**src/rtl/edp_mulstep.sv**
```systemverilog
// Iterative one-bit-per-clock multiply/divide sequencer for the EBOX data path.
// UMUL/SMUL shift-add on magnitudes with final sign fix-up; UDIV restoring divide.
module edp_mulstep #(
    parameter int WIDTH = 36,
    parameter int CNT_W = 6
) (
    input  logic             eboxClk,
    input  logic             eboxReset,
    input  logic             start,
    input  logic             abort,
    input  logic [1:0]       op,
    input  logic [0:WIDTH-1] opA,
    input  logic [0:WIDTH-1] opB,
    output logic             busy,
    output logic             done,
    output logic             divByZero,
    output logic [0:WIDTH-1] resHi,
    output logic [0:WIDTH-1] resLo,
    output logic [1:0]       o_dbg_state
);

    // Handshake: start is sampled only in IDLE or DONE; busy is high for the
    // WIDTH step cycles; done pulses for exactly one cycle with results valid;
    // abort in RUN returns to IDLE without done and leaves the results alone.
    typedef enum logic [1:0] {
        ST_IDLE = 2'd0,
        ST_RUN  = 2'd1,
        ST_DONE = 2'd2
    } state_t;

    localparam logic [1:0]       OP_SMUL  = 2'b01;
    localparam logic [1:0]       OP_UDIV  = 2'b10;
    localparam logic [CNT_W-1:0] CNT_INIT = CNT_W'(WIDTH);
    localparam logic [CNT_W-1:0] CNT_ONE  = CNT_W'(1);

    state_t           r_state;
    state_t           w_state_nx;
    logic             r_is_div;
    logic             r_neg;
    logic             r_dbz;
    logic [CNT_W-1:0] r_cnt;
    logic [WIDTH-1:0] r_b;
    logic [WIDTH-1:0] r_acc;
    logic [WIDTH-1:0] r_mq;
    logic [WIDTH-1:0] r_res_hi;
    logic [WIDTH-1:0] r_res_lo;

    logic [WIDTH-1:0]   w_a_in;
    logic [WIDTH-1:0]   w_b_in;
    logic [WIDTH-1:0]   w_a_mag;
    logic [WIDTH-1:0]   w_b_mag;
    logic               w_is_smul;
    logic               w_dbz_start;
    logic [WIDTH:0]     w_sum;
    logic [WIDTH:0]     w_rem_sh;
    logic               w_q_bit;
    logic [WIDTH-1:0]   w_div_acc;
    logic [WIDTH-1:0]   w_acc_nx;
    logic [WIDTH-1:0]   w_mq_nx;
    logic [2*WIDTH-1:0] w_full;
    logic [2*WIDTH-1:0] w_final;

    assign w_a_in      = opA;
    assign w_b_in      = opB;
    assign w_is_smul   = (op == OP_SMUL);
    assign w_dbz_start = (op == OP_UDIV) && (w_b_in == '0);
    // Negating the most-negative value yields 2**(WIDTH-1), which still fits unsigned.
    assign w_a_mag     = (w_is_smul && w_a_in[WIDTH-1]) ? -w_a_in : w_a_in;
    assign w_b_mag     = (w_is_smul && w_b_in[WIDTH-1]) ? -w_b_in : w_b_in;

    // Multiply step: conditionally add multiplicand, then shift {acc,mq} right.
    assign w_sum     = {1'b0, r_acc} + (r_mq[0] ? {1'b0, r_b} : '0);
    // Divide step: shift {acc,mq} left, trial-subtract divisor, restore on borrow.
    assign w_rem_sh  = {r_acc, r_mq[WIDTH-1]};
    assign w_q_bit   = (w_rem_sh >= {1'b0, r_b});
    assign w_div_acc = w_q_bit ? (w_rem_sh[WIDTH-1:0] - r_b) : w_rem_sh[WIDTH-1:0];

    assign w_acc_nx = r_is_div ? w_div_acc : w_sum[WIDTH:1];
    assign w_mq_nx  = r_is_div ? {r_mq[WIDTH-2:0], w_q_bit} : {w_sum[0], r_mq[WIDTH-1:1]};
    assign w_full   = {w_acc_nx, w_mq_nx};
    assign w_final  = r_neg ? -w_full : w_full;

    always_ff @(posedge eboxClk) begin
        if (eboxReset) begin
            r_state <= ST_IDLE;
        end else begin
            r_state <= w_state_nx;
        end
    end

    always_comb begin
        w_state_nx = r_state;
        case (r_state)
            ST_IDLE, ST_DONE: begin
                if (start) begin
                    w_state_nx = w_dbz_start ? ST_DONE : ST_RUN;
                end else begin
                    w_state_nx = ST_IDLE;
                end
            end
            ST_RUN: begin
                if (abort) begin
                    w_state_nx = ST_IDLE;
                end else if (r_cnt == CNT_ONE) begin
                    w_state_nx = ST_DONE;
                end
            end
            default: w_state_nx = ST_IDLE;
        endcase
    end

    always_ff @(posedge eboxClk) begin
        if (eboxReset) begin
            r_is_div <= 1'b0;
            r_neg    <= 1'b0;
            r_dbz    <= 1'b0;
            r_cnt    <= '0;
            r_b      <= '0;
            r_acc    <= '0;
            r_mq     <= '0;
            r_res_hi <= '0;
            r_res_lo <= '0;
        end else begin
            case (r_state)
                ST_IDLE, ST_DONE: begin
                    if (start) begin
                        if (w_dbz_start) begin
                            r_dbz    <= 1'b1;
                            r_res_hi <= w_a_in;
                            r_res_lo <= '1;
                        end else begin
                            r_dbz    <= 1'b0;
                            r_is_div <= (op == OP_UDIV);
                            r_neg    <= w_is_smul && (w_a_in[WIDTH-1] ^ w_b_in[WIDTH-1]);
                            r_acc    <= '0;
                            r_cnt    <= CNT_INIT;
                            if (op == OP_UDIV) begin
                                r_b  <= w_b_in;
                                r_mq <= w_a_in;
                            end else begin
                                r_b  <= w_a_mag;
                                r_mq <= w_b_mag;
                            end
                        end
                    end
                end
                ST_RUN: begin
                    if (!abort) begin
                        r_acc <= w_acc_nx;
                        r_mq  <= w_mq_nx;
                        r_cnt <= r_cnt - CNT_ONE;
                        if (r_cnt == CNT_ONE) begin
                            r_res_hi <= w_final[2*WIDTH-1:WIDTH];
                            r_res_lo <= w_final[WIDTH-1:0];
                        end
                    end
                end
                default: ;
            endcase
        end
    end

    assign busy        = (r_state == ST_RUN);
    assign done        = (r_state == ST_DONE);
    assign divByZero   = r_dbz;
    assign resHi       = r_res_hi;
    assign resLo       = r_res_lo;
    assign o_dbg_state = r_state;

endmodule
```
**config.mk**
```make
export PLATFORM = sky130hd
export DESIGN_NAME = edp_mulstep
export DESIGN_NICKNAME = d
export VERILOG_FILES = /design/src/rtl/edp_mulstep.sv
export SDC_FILE = /design/constraint.sdc
export NUM_CORES = 1
export LEC_CHECK = 0
export CAP_MARGIN = 20
export CORE_ASPECT_RATIO = 0.7
export CORE_MARGIN = 2
export CORE_UTILIZATION = 45
export DETAILED_ROUTE_END_ITERATION = 10
export SKIP_CTS_REPAIR_TIMING = 1
export SYNTH_ARGS = -nofsm -noshare
export SYNTH_HDL_FRONTEND = slang
export SYNTH_SLANG_ARGS = --single-unit
```
**constraint.sdc**
```tcl
create_clock -name eboxClk -period 6 [get_ports eboxClk]
set_input_delay 0.6 -clock eboxClk [delete_from_list [all_inputs] [get_ports eboxClk]]
set_output_delay 0.6 -clock eboxClk [all_outputs]
set_load 0.02 [all_outputs]
```
Word level (Yosys, flattened, before mapping)

Cells that the tools add are included.

Register bits: 191
Input bits: 78
Logic and storage cells: 79

$add $sub $neg: 6
$lt $le $gt $ge: 1
Equal/unequal tests: 11
Multiplexer cells: 37
Bitwise gates (word level): 2
Reduce and logical (&&, ||, !) cells: 12

Operator list:

| kind                | number |
|---|---|
| $mux 36             | 22 |
| $pmux 36 s2         | 4 |
| $mux 72             | 1 |
| $neg 36->36         | 2 |
| $neg 72->72         | 1 |
| $add 36x36->37      | 1 |
| $ge 37x36->1        | 1 |
| $logic_not 36->1    | 1 |
| $sub 36x36->36      | 1 |
| $mux 6              | 3 |
| $pmux 6 s2          | 1 |
| $mux 2              | 4 |
| $ne 2x2->1 const B  | 4 |
| $eq 6x1->1 const B  | 1 |
| $sub 6x1->6 const B | 1 |
| $reduce_and 5->1    | 1 |
| $eq 2x1->1 const B  | 2 |
| $eq 2x2->1 const B  | 2 |
| $logic_and 1x1->1   | 4 |
| $pmux 2 s2          | 1 |
| $reduce_and 4->1    | 1 |
| $ne 3x2->1 const B  | 1 |
| $reduce_and 3->1    | 1 |
| $logic_not 2->1     | 1 |
| other kinds (7)     | 7 |

Logic depth before layout (Yosys ltp)

Gate-level depths: netlist (run 1).

Depth after elaboration: 8
Depth in mapped cells: 24
Depth with buffers taken out: 21

Worst setup path after synthesis (run 1)

OpenSTA, ideal clock, no wires.

Path kind: reg2reg
Start point: register r_b[10]
End point: register r_res_hi[24], in the netlist resHi[11]
Arrival: 5.041 ns
Path slack: 0.856 ns
Stages on the path, launching flop included: 25
Clock period less this slack: 5.144 ns
Cell sequence: dfxtp_1 inv_1 ha_1 buf_2 a21oi_2 o21ai_1 a22oi_1 nand4_2 a21o_1 clkbuf_1 o21ai_0 ha_1 inv_1 a2111oi_4 o21ai_2 nand2b_1 or4_4 nor2_2 a31oi_1 nand4b_4 or3_1 buf_2 o31a_1 xor2_1 a2111oi_2

Longest elaborated chain between the ends: 8
Elaborated cells on any way between the ends: 12
Those cells by class: add/sub (3); order compare (1); mux (8)

Ends and longest elaborated chain:

| element                                   | RTL line | RTL |
|---|---|---|
| start, declared                           | 42       | `logic [WIDTH-1:0] r_b;` |
| start signal, assigned                    | 138      | `r_b <= w_b_in;` |
| start signal, assigned                    | 141      | `r_b <= w_a_mag;` |
| $mux 36 (tied with other cells)           | 72       | `assign w_sum = {1'b0, r_acc} + (r_mq[0] ? {1'b0, r_b} : '0);` |
| $add 36x36->37 or $mux 36 (tied branches) | 72, 76   |  |
| $mux 36                                   | 78       | `assign w_acc_nx = r_is_div ? w_div_acc : w_sum[WIDTH:1];` |
| $neg 72->72                               | 81       | `assign w_final = r_neg ? -w_full : w_full;` |
| $mux 72 *                                 | 81       |  |
| $mux 36 *                                 | 152      | `if (r_cnt == CNT_ONE) begin` |
| $mux 36 *                                 | 148      | `if (!abort) begin` |
| $pmux 36 s2 *                             | 124      | `case (r_state)` |
| end signal, assigned                      | 129      | `r_res_hi <= w_a_in;` |
| end signal, assigned                      | 153      | `r_res_hi <= w_final[2*WIDTH-1:WIDTH];` |
| end, declared                             | 45       | `logic [WIDTH-1:0] r_res_hi;` |

Every way passes the cells marked *; elsewhere a longest branch is shown, timed or not. The select of a mux whose other input is x is not followed.
A chain may end at the register's enable or synchronous reset.

Final worst setup path (run 1)

Start point: register r_b[27]
End point: register r_res_hi[24], in the netlist resHi[11]

Longest elaborated chain between the ends: 8
Elaborated cells on any way between the ends: 9
Those cells by class: add/sub (1); order compare (1); mux (7)

Ends and longest elaborated chain:

| element        | RTL line | RTL |
|---|---|---|
| $ge 37x36->1 * | 75       | `assign w_q_bit = (w_rem_sh >= {1'b0, r_b});` |
| $mux 36        | 76       | `assign w_div_acc = w_q_bit ? (w_rem_sh[WIDTH-1:0] - r_b) : w_rem_sh[WIDTH-1:0];` |
| $mux 36        | 78       |  |
| $neg 72->72    | 81       |  |
| $mux 72 *      | 81       |  |
| $mux 36 *      | 152      |  |
| $mux 36 *      | 148      |  |
| $pmux 36 s2 *  | 124      |  |

Marks and branches as above.

==> flow_metrics.tcl, run 1 <==
set metrics [dict create \
    status "finished clean" \
    routed_wl_mm 71.5 \
    max-vdd-ir-drop_v 0.000225 \
    synth_top_cell_by_area "dfxtp_1" \
    fmax_mhz 175 \
    ys_seq_area_share_pct 21.9 \
    htree_levels 4 \
    synthesis.area_mm2 0.0174 \
    place_ws_ns 0.292 \
    p_leak_nw 7.42 \
    routedWlPerCell_um 23.8 \
    gr-usage-met1_pct 53.6 \
    finalPower_w 0.00412 \
    num_rows 60 \
    synthTopCellsByCount "284 x nor2_1, 224 x nand2_1, 203 x a21oi_1" \
    ios 155 \
    clock_sinks 191 \
    placed_area_mm2 0.0194 \
    maxCapViolCount 0 \
    io_buffers 154 \
    insertion_delay_ns 0.47 \
    dieWidth_um 239 \
    dieArea_mm2 0.0403 \
    crit_fanout 11 \
    grt_pass1_wl_mm 108 \
    startpoint_type "register" \
    synth_enable_flop_cells 0 \
    drive_gt1_share_pct 6.95 \
    yosys-top-cells-area "dfxtp_1 22%, nor2_1 6.1%, a21oi_1 5.8%, ha_1 5.5%, nand2_1 4.8%" \
    cts_tree "built" \
    synth_nets 2590 \
    core_area_mm2 0.0383 \
    antenna_found_initial 0 \
    yosys.area.top_type_share_pct 21.9 \
    hpwl_mm 54.4 \
    ant_nets 0 \
    slew_viol_final 0 \
    fin_crit_sh_pct 95.4 \
    met2_usage_pct 49.1 \
    insertedDiodeCount 0 \
    finalSetupViolations 0 \
    grt_pass1_vias 17512 \
    initial_core_util_pct 45.5 \
    yosysWarnings 0 \
    final_cell_area_mm2 0.0200 \
    ys_ff_latch 191 \
    syn_inst 2433 \
    worstSetupPathType "register to register" \
    grt_usage_pct 34.9 \
    gr-total-overflow 0 \
    cts_made_buffers 17 \
    vias 19500 \
    hp-class "register to register" \
    clockRootBuffer "clkbuf_16" \
    hold_viol 0 \
    drc 0 \
    timing.max_slew.rel_slack_pct 24.6 \
    final.fill_count 3866 \
    yosysUniqueCellTypes 97 \
    busiest_layer "met1" \
    gp_congestion 1.03 \
    detail_route.first_pass.iterations 6 \
    drt_iter0_drc 2325 \
    multi_input_area_mm2 0.0127 \
    setup_tns_ns 0 \
    die_h_um 169 \
    tightest_slew_ns 1.13 \
    path_clk_slew_ns 0.08 \
    power_density_mw_per_mm2 206 \
    worstPathArrival_ns 6.08 \
    area_growth_syn_to_layout_pct 14.8 \
    grt_max_degree 108 \
    hold_slack_ns 0.465 \
    nNetsFinal 2648 \
    avgSynthCellArea_um2 7.16 \
    drt-vias-per-instance 6.50 \
    synth-async-reset-ratio_pct 0 \
    clock_path_buffers 2 \
    ys.flop_type "dfxtp_1" \
    clock_skew_ns 0.0191 \
    critPathRequiredTime_ns 6.35 \
    setup_ws_ns 0.274 \
    regArea_mm2 0.00383 \
    yosysMostFrequentCell "nor2_1" \
    grt.met3_usage_pct 6.34 \
    min_period_ns 5.73 \
    crit_path_end_kind "register" \
]
-- worst max-delay path, stage by stage (launching register included) --
cell and delay [ns]:
dfxtp_1 0.37, inv_1 0.06, ha_1 0.43, o21a_1 0.24
o21ai_1 0.18, a21o_1 0.24, a21oi_1 0.20, a21o_1 0.27
o21ai_0 0.22, ha_1 0.26, inv_1 0.08, a2111oi_4 0.35
o21ai_2 0.14, nand2b_1 0.18, or4_4 0.55, nor2_2 0.16
a31oi_1 0.14, nand4b_4 0.29, or3_4 0.44, o31a_1 0.28
xor2_1 0.16, a2111oi_2 0.36
-- cell usage in the layout, fill, tap and decap left out, drive strengths merged, types with 29 or more instances in the layout --
master	count
xor2	83
o21ai	162
nand2	224
o31ai	30
nor2	285
and2	47
clkdlybuf4s50	153
o211ai	61
inv	77
nand3	65
or3	34
a211oi	93
a311oi	39
dfxtp	191
buf	58
xnor2	75
ha	77
nand4	29
a21oi	206
a31oi	55
nor3	85
-- sequential cells by signal (all words and copies together), names as in the netlist --
register / cells
resLo: 36
r_is_div: 1
divByZero: 1
r_acc: 36
resHi: 36
r_mq: 36
r_neg: 1
r_cnt: 6
r_b: 36
o_dbg_state: 2
-- cell families (layout without fill, tap and decap cells) --
| kind of cell | after synthesis | after routing | synth area share, % |
|---|---|---|---|
| compound gates | 808 | 808 | 30.7 |
| xor+xnor | 158 | 158 | 7.94 |
| fa+ha+maj | 79 | 79 | 5.76 |
| buf+inv | 247 | 317 | 5.63 |
| flops | 191 | 191 | 21.9 |
| mux | 50 | 50 | 3.07 |
| simple gates | 900 | 900 | 25.0 |
-- path summary, 6_finish.rpt --
kind / startpoint / depth (start not counted) / to / slack, ns
worst max register to register: r_b[27]$_SDFFE_PP0P_ / 21 / resHi[11]$_SDFFE_PP0P_ / 0.27
worst min register to register: resHi[24]$_SDFFE_PP0P_ / 2 / resHi[24]$_SDFFE_PP0P_ / 0.46
worst min-delay path: resHi[24]$_SDFFE_PP0P_ / 2 / resHi[24]$_SDFFE_PP0P_ / 0.46
worst max-delay path: r_b[27]$_SDFFE_PP0P_ / 21 / resHi[11]$_SDFFE_PP0P_ / 0.27
-- layout make-up --
class,instances,area share [%]
multi-input cells,1995,63.5
flip-flops and latches,191,19.1
repair buffers,211,9.97
well taps,496,3.10
clock buffers,18,2.19
inverters,75,1.42
clock inverters,13,0.694
-- where the power goes --
| group | total [W] | internal, W | switching, W |
|---|---|---|---|
| Sequential | 0.00143 | 0.00135 | 0.0000876 |
| Clock | 0.00122 | 0.000625 | 0.000591 |
| Combinational | 0.00147 | 0.000527 | 0.000946 |
-- stage by stage --
step                      util, %  std cells
final                        52.3       2999
after CTS                    52.2       2998
after floorplan                 -       2433
after global routing         52.3       2999
after global placement       50.7       2967
after detailed placement     50.7       2967
-- metal layers --
layer  vias to the layer above  wire length [um]
met5                         -                 0
li1                       9067                 -
met2                       931             28900
met3                        91              6580
met1                      9411             34500
met4                         0              1590
No activity file was read; power rests on OpenSTA's default activity.
==> inputs of run 2 (changes only) <==
--- a/config.mk
+++ b/config.mk
@@ -10,6 +10,9 @@
 export CORE_MARGIN = 2
 export CORE_UTILIZATION = 45
 export DETAILED_ROUTE_END_ITERATION = 10
+export MAX_ROUTING_LAYER = met4
+export RECOVER_POWER = 50
+export SETUP_SLACK_MARGIN = 0.2
 export SKIP_CTS_REPAIR_TIMING = 1
 export SYNTH_ARGS = -nofsm -noshare
 export SYNTH_HDL_FRONTEND = slang
==> run 2 against run 1 <==
The run now ends with capacitance limit, slew limit left. Routed wire length increased by 0.21%. Sequential power about the same. Cell count increased by 0.20%. Core utilization increased by 0.13 points. Critical path depth decreased by 4. Via count decreased by 0.42%. Clock power increased by 5%. Fmax increased by 3.1%. Non-clock buffer count increased by 4. Largest power group unchanged.
==> flow_metrics.tcl, run 2 (same netlist as run 1, synthesis figures left out) <==
set metrics [dict create \
    switching_share_pct 39.1 \
    gr-total-overflow 0 \
    tightest_slew_ns 2.51 \
    finalSetupViolations 0 \
    nNetsFinal 2652 \
    highest_layer "met4" \
    core_area_mm2 0.0383 \
    die_h_um 169 \
    mostFrequentLayoutCells "281 x nor2_1, 223 x nand2_1, 201 x a21oi_1" \
    max-vdd-ir-drop_v 0.000241 \
    area_growth_syn_to_layout_pct 15.1 \
    routedWlPerCell_um 23.8 \
    drive_gt1_share_pct 7.02 \
    regArea_mm2 0.00383 \
    worstSetupPathType "register to register" \
    timing.max_slew.rel_slack_pct -67.8 \
    final.fill_count 3832 \
    drt-vias-per-instance 6.46 \
    fin_cells 3005 \
    ant_nets 0 \
    clock_power_share_pct 30.6 \
    num_rows 60 \
    wl_met2_mm 29.0 \
    setup_ws_ns 0.446 \
    drt-met1-wl_mm 33.9 \
    fmax_mhz 180 \
    initial_core_util_pct 45.5 \
    status "finished, violations left" \
    multi_input_area_mm2 0.0127 \
    power_density_mw_per_mm2 208 \
    seq_power_share_pct 34.3 \
    clock_skew_ns 0.0151 \
    critPathRequiredTime_ns 6.41 \
    dp_cells 2966 \
    cts_tree "built" \
    vias 19418 \
    maxCapViolCount 2 \
    worstPathArrival_ns 5.96 \
    grt_pass1_vias 17411 \
    grt_pass1_wl_mm 108 \
    grt_usage_pct 36.0 \
    startpoint_type "register" \
    crit_fanout 17 \
    hpwl_mm 54.2 \
    antenna_found_initial 1 \
    p_sw_w 0.00163 \
    ios 155 \
    clock_sinks 191 \
    combPwrFrac_pct 35.1 \
    htree_levels 4 \
    cts_made_buffers 17 \
    place_ws_ns 0.223 \
    failed_checks "capacitance limit, slew limit" \
    clock_path_buffers 2 \
    clockRootBuffer "clkbuf_16" \
    io_buffers 154 \
    grt_max_degree 96 \
    rsz0062_at_grt "no" \
    fin_crit_sh_pct 92.6 \
    p_int_w 0.00254 \
    path_clk_slew_ns 0.08 \
    min_period_ns 5.55 \
    dr_wl_met3_mm 7.15 \
    hp-class "register to register" \
    dieArea_mm2 0.0403 \
    crit_path_end_kind "register" \
    dieWidth_um 239 \
    gp_congestion 1.05 \
    routed_wl_mm 71.7 \
    setup_tns_ns 0 \
    slew_viol_final 104 \
    drc 0 \
    detail_route.first_pass.iterations 5 \
    final_common_cell "nor2_1" \
    p_leak_nw 7.68 \
    drt_iter0_drc 2446 \
    insertion_delay_ns 0.47 \
    hold_viol 0 \
]
[run 2: critical path, cell delays in order, from the launching register on]
cell,delay (ns)
dfxtp_2,0.46
and2_1,0.20
ha_1,0.22
inv_1,0.09
fa_1,0.22
nor2b_1,0.07
buf_4,0.14
o31a_1,0.30
o211ai_1,0.82
a211oi_1,0.38
or4b_2,0.70
o221ai_1,0.12
a31o_2,0.24
nor3b_1,0.39
nand4_1,0.25
nor4_1,0.39
mux2_1,0.37
nor2_1,0.11
[run 2: path summary, 6_finish.rpt]
| check | slack, ns | endpoint | from | cells past startpoint |
|---|---|---|---|---|
| worst min register to register | 0.47 | r_b[5]$_SDFFE_PP0P_ | r_b[5]$_SDFFE_PP0P_ | 2 |
| worst max register to register | 0.45 | resHi[0]$_SDFFE_PP0P_ | r_mq[0]$_SDFFE_PP0P_ | 17 |
| worst min-delay path | 0.47 | r_b[5]$_SDFFE_PP0P_ | r_b[5]$_SDFFE_PP0P_ | 2 |
| worst max-delay path | 0.45 | resHi[0]$_SDFFE_PP0P_ | r_mq[0]$_SDFFE_PP0P_ | 17 |
[run 2: cell type report]
| type | count | share of cell area, % |
|---|---|---|
| inverter | 75 | 1.40 |
| tap | 496 | 3.09 |
| multi-input combinational | 1995 | 63.3 |
| timing repair buffer | 215 | 9.99 |
| sequential | 191 | 19.1 |
| clock inverter | 14 | 0.892 |
| antenna | 1 | 0.0125 |
| clock buffer | 18 | 2.19 |
[run 2: per-stage QoR]
stage                     instance area, um^2  hold WS [ns]  util, %  total power, W
after floorplan                         17400         0.445        -         0.00237
after global placement                  19400         0.446     50.7         0.00288
after detailed placement                19400         0.456     50.7         0.00288
after CTS                               20000         0.468     52.3         0.00415
after global routing                    20100         0.488     52.4         0.00435
final                                   20100         0.472     52.4         0.00418
[run 2: routing by layer]
| metal | vias up | global-route usage [%] |
|---|---|---|
| met3 | 69 | 6.95 |
| met2 | 920 | 49.5 |
| li1 | 9082 | - |
| met4 | 0 | 8.89 |
| met1 | 9347 | 53.3 |
| met5 | - | - |
[run 2: power by group through the flow]
| stage | combinational (W) | sequential [W] | clock (W) |
|---|---|---|---|
| finish | 0.00147 | 0.00143 | 0.00128 |
| global route | 0.00158 | 0.00144 | 0.00133 |
| CTS | 0.00143 | 0.00143 | 0.00129 |
| detailed placement | 0.00142 | 0.00146 | 0 |
| global placement | 0.00142 | 0.00146 | 0 |
| floorplan | 0.000909 | 0.00146 | 0 |
==> inputs of run 3 (changes only) <==
--- a/config.mk
+++ b/config.mk
@@ -7,8 +7,8 @@
 export LEC_CHECK = 0
 export CAP_MARGIN = 20
 export CORE_ASPECT_RATIO = 0.7
-export CORE_MARGIN = 2
-export CORE_UTILIZATION = 45
+export CORE_MARGIN = 10
+export CORE_UTILIZATION = 40
 export DETAILED_ROUTE_END_ITERATION = 10
 export MAX_ROUTING_LAYER = met4
 export RECOVER_POWER = 50
==> run 3 against run 2 <==
The flow still finishes with violations (capacitance limit, slew limit). Final area rose by 0.94%. Sequential share of layout area fell by 0.18 points. Register-to-register slack got worse by 0.03 ns. Sequential power barely moved. Setup slack got worse by 0.030 ns. Largest cell class unchanged. Highest routed layer unchanged.
==> flow_metrics.tcl, run 3 (same netlist as run 1, synthesis figures left out) <==
set metrics [dict create \
    status "finished, violations left" \
    failed_checks "capacitance limit, slew limit" \
    power_density_mw_per_mm2 206 \
    clock_skew_ns 0.0150 \
    gp_congestion 1.01 \
    num_rows 63 \
    cts_tree "built" \
    area_growth_syn_to_layout_pct 16.2 \
    routed_wl_mm 75.4 \
    grt_usage_pct 28.2 \
    min_from "resHi[24]$_SDFFE_PP0P_" \
    fin_util_pct 47.4 \
    fin_crit_sh_pct 93.1 \
    worst_hold_path.endpoint "resHi[24]$_SDFFE_PP0P_" \
    tightest_slew_ns 1.92 \
    min_path_cells 2 \
    dieWidth_um 269 \
    ant_nets 0 \
    grt_pass1_vias 17778 \
    finalSetupViolations 0 \
    clock_path_buffers 2 \
    worstPathArrival_ns 5.99 \
    dieArea_mm2 0.0525 \
    r2r_slack_ns 0.42 \
    cts_made_buffers 17 \
    vias 19532 \
    final_cell_area_mm2 0.0203 \
    crit_chain "and2_1, ha_1, inv_1, fa_1, nor2b_1, o31a_1, o211ai_1, a211oi_1, nor2b_1, o221ai_1, a31o_2, nor3b_1, nand4_1, nor4_1, mux2_1, nor2_1" \
    mostFrequentLayoutCells "282 x nor2_1, 223 x nand2_1, 198 x a21oi_1" \
    cpMaxStageDelayCell "a211oi_1" \
    antenna_found_initial 6 \
    crit_fanout 27 \
    hpwl_mm 57.7 \
    max-vdd-ir-drop_v 0.000153 \
    htree_levels 4 \
    core_area_mm2 0.0427 \
    grt_pass1_wl_mm 113 \
    initial_core_util_pct 40.8 \
    hold_viol 0 \
    p_leak_nw 7.70 \
    clock_sinks 191 \
    final_common_cell "nor2_1" \
    r2r_cells 16 \
    grt_max_degree 107 \
    critPathMaxStageDelay_ns 0.88 \
    setup_tns_ns 0 \
    worstSetupPathType "register to register" \
    hp-class "register to register" \
    nNetsFinal 2661 \
    reg2reg_to "resHi[0]$_SDFFE_PP0P_" \
    maxCapViolCount 1 \
    io_buffers 154 \
    fmax_mhz 179 \
    startpoint_type "register" \
    placed_area_mm2 0.0196 \
    timing.max_slew.rel_slack_pct -28.6 \
    drive_gt1_share_pct 7.63 \
    drc 0 \
    slew_viol_final 44 \
    gr-total-overflow 0 \
    insertion_delay_ns 0.47 \
    critPathRequiredTime_ns 6.40 \
    die_h_um 195 \
    ios 155 \
    timing.rr.start "r_mq[0]$_SDFFE_PP0P_" \
    min_period_ns 5.58 \
    detail_route.first_pass.iterations 7 \
    finalPower_w 0.00417 \
    crit_path_end_kind "register" \
    rsz0062_at_grt "no" \
    cp_common_cell "nor2b_1" \
    clockRootBuffer "clkbuf_16" \
    path_clk_slew_ns 0.08 \
    drt-vias-per-instance 6.29 \
    drt_iter0_drc 2560 \
    routedWlPerCell_um 24.3 \
]
run 3: worst max-delay path by stage:
stage,depth (start not counted),slack (ns),from,end
after global routing,13,0.16,opB[33],resHi[34]$_SDFFE_PP0P_
after floorplan,24,0.86,r_b[10]$_SDFFE_PP0P_,resHi[11]$_SDFFE_PP0P_
after detailed placement,21,0.35,r_b[8]$_SDFFE_PP0P_,resHi[9]$_SDFFE_PP0P_
after CTS,21,0.29,r_b[8]$_SDFFE_PP0P_,resHi[9]$_SDFFE_PP0P_
final,16,0.42,r_mq[0]$_SDFFE_PP0P_,resHi[0]$_SDFFE_PP0P_
after global placement,21,0.43,r_b[10]$_SDFFE_PP0P_,resHi[11]$_SDFFE_PP0P_
run 3: metal layers:
layer	global-route usage [%]	vias to the layer above	routed length, um
met5	-	-	0
met4	6.33	0	1640
met3	8.31	89	8400
met2	37.4	969	29500
met1	40.6	9367	35800
li1	-	9107	-
run 3: cell type report:
class / count / area (um^2)
fillers: 4415 / 22500
multi-input cells: 1995 / 12700
flip-flops and latches: 191 / 3830
repair buffers: 224 / 2090
well taps: 585 / 732
clock buffers: 18 / 439
inverters: 75 / 283
clock inverters: 14 / 155
diodes: 3 / 7.51
run 3: critical path, delay by kind of cell, from the launching register on:
kind | cells | cell delay (ns)
multiplexers | 1 | 0.36
buffers and inverters | 1 | 0.06
flip-flops | 1 | 0.81
adder cells (fa/ha/maj) | 2 | 0.59
AND/OR/NAND/NOR | 7 | 1.80
AO/OA/AOI/OAI | 5 | 1.90
run 3: power breakdown:
group | internal, W | switching, W
Sequential | 0.00135 | 0.0000874
Combinational | 0.000531 | 0.000963
Clock | 0.000634 | 0.000607
Total | 0.00251 | 0.00166
run 3: stage by stage:
step / hold slack (ns) / setup WS (ns) / instances
4_1_cts: 0.468 / 0.294 / 3098
3_3_place_gp: 0.448 / 0.428 / 3066
3_5_place_dp: 0.458 / 0.353 / 3066
6_report: 0.461 / 0.416 / 3105
2_1_floorplan: 0.445 / 0.856 / 2433
5_1_grt: 0.496 / 0.163 / 3105
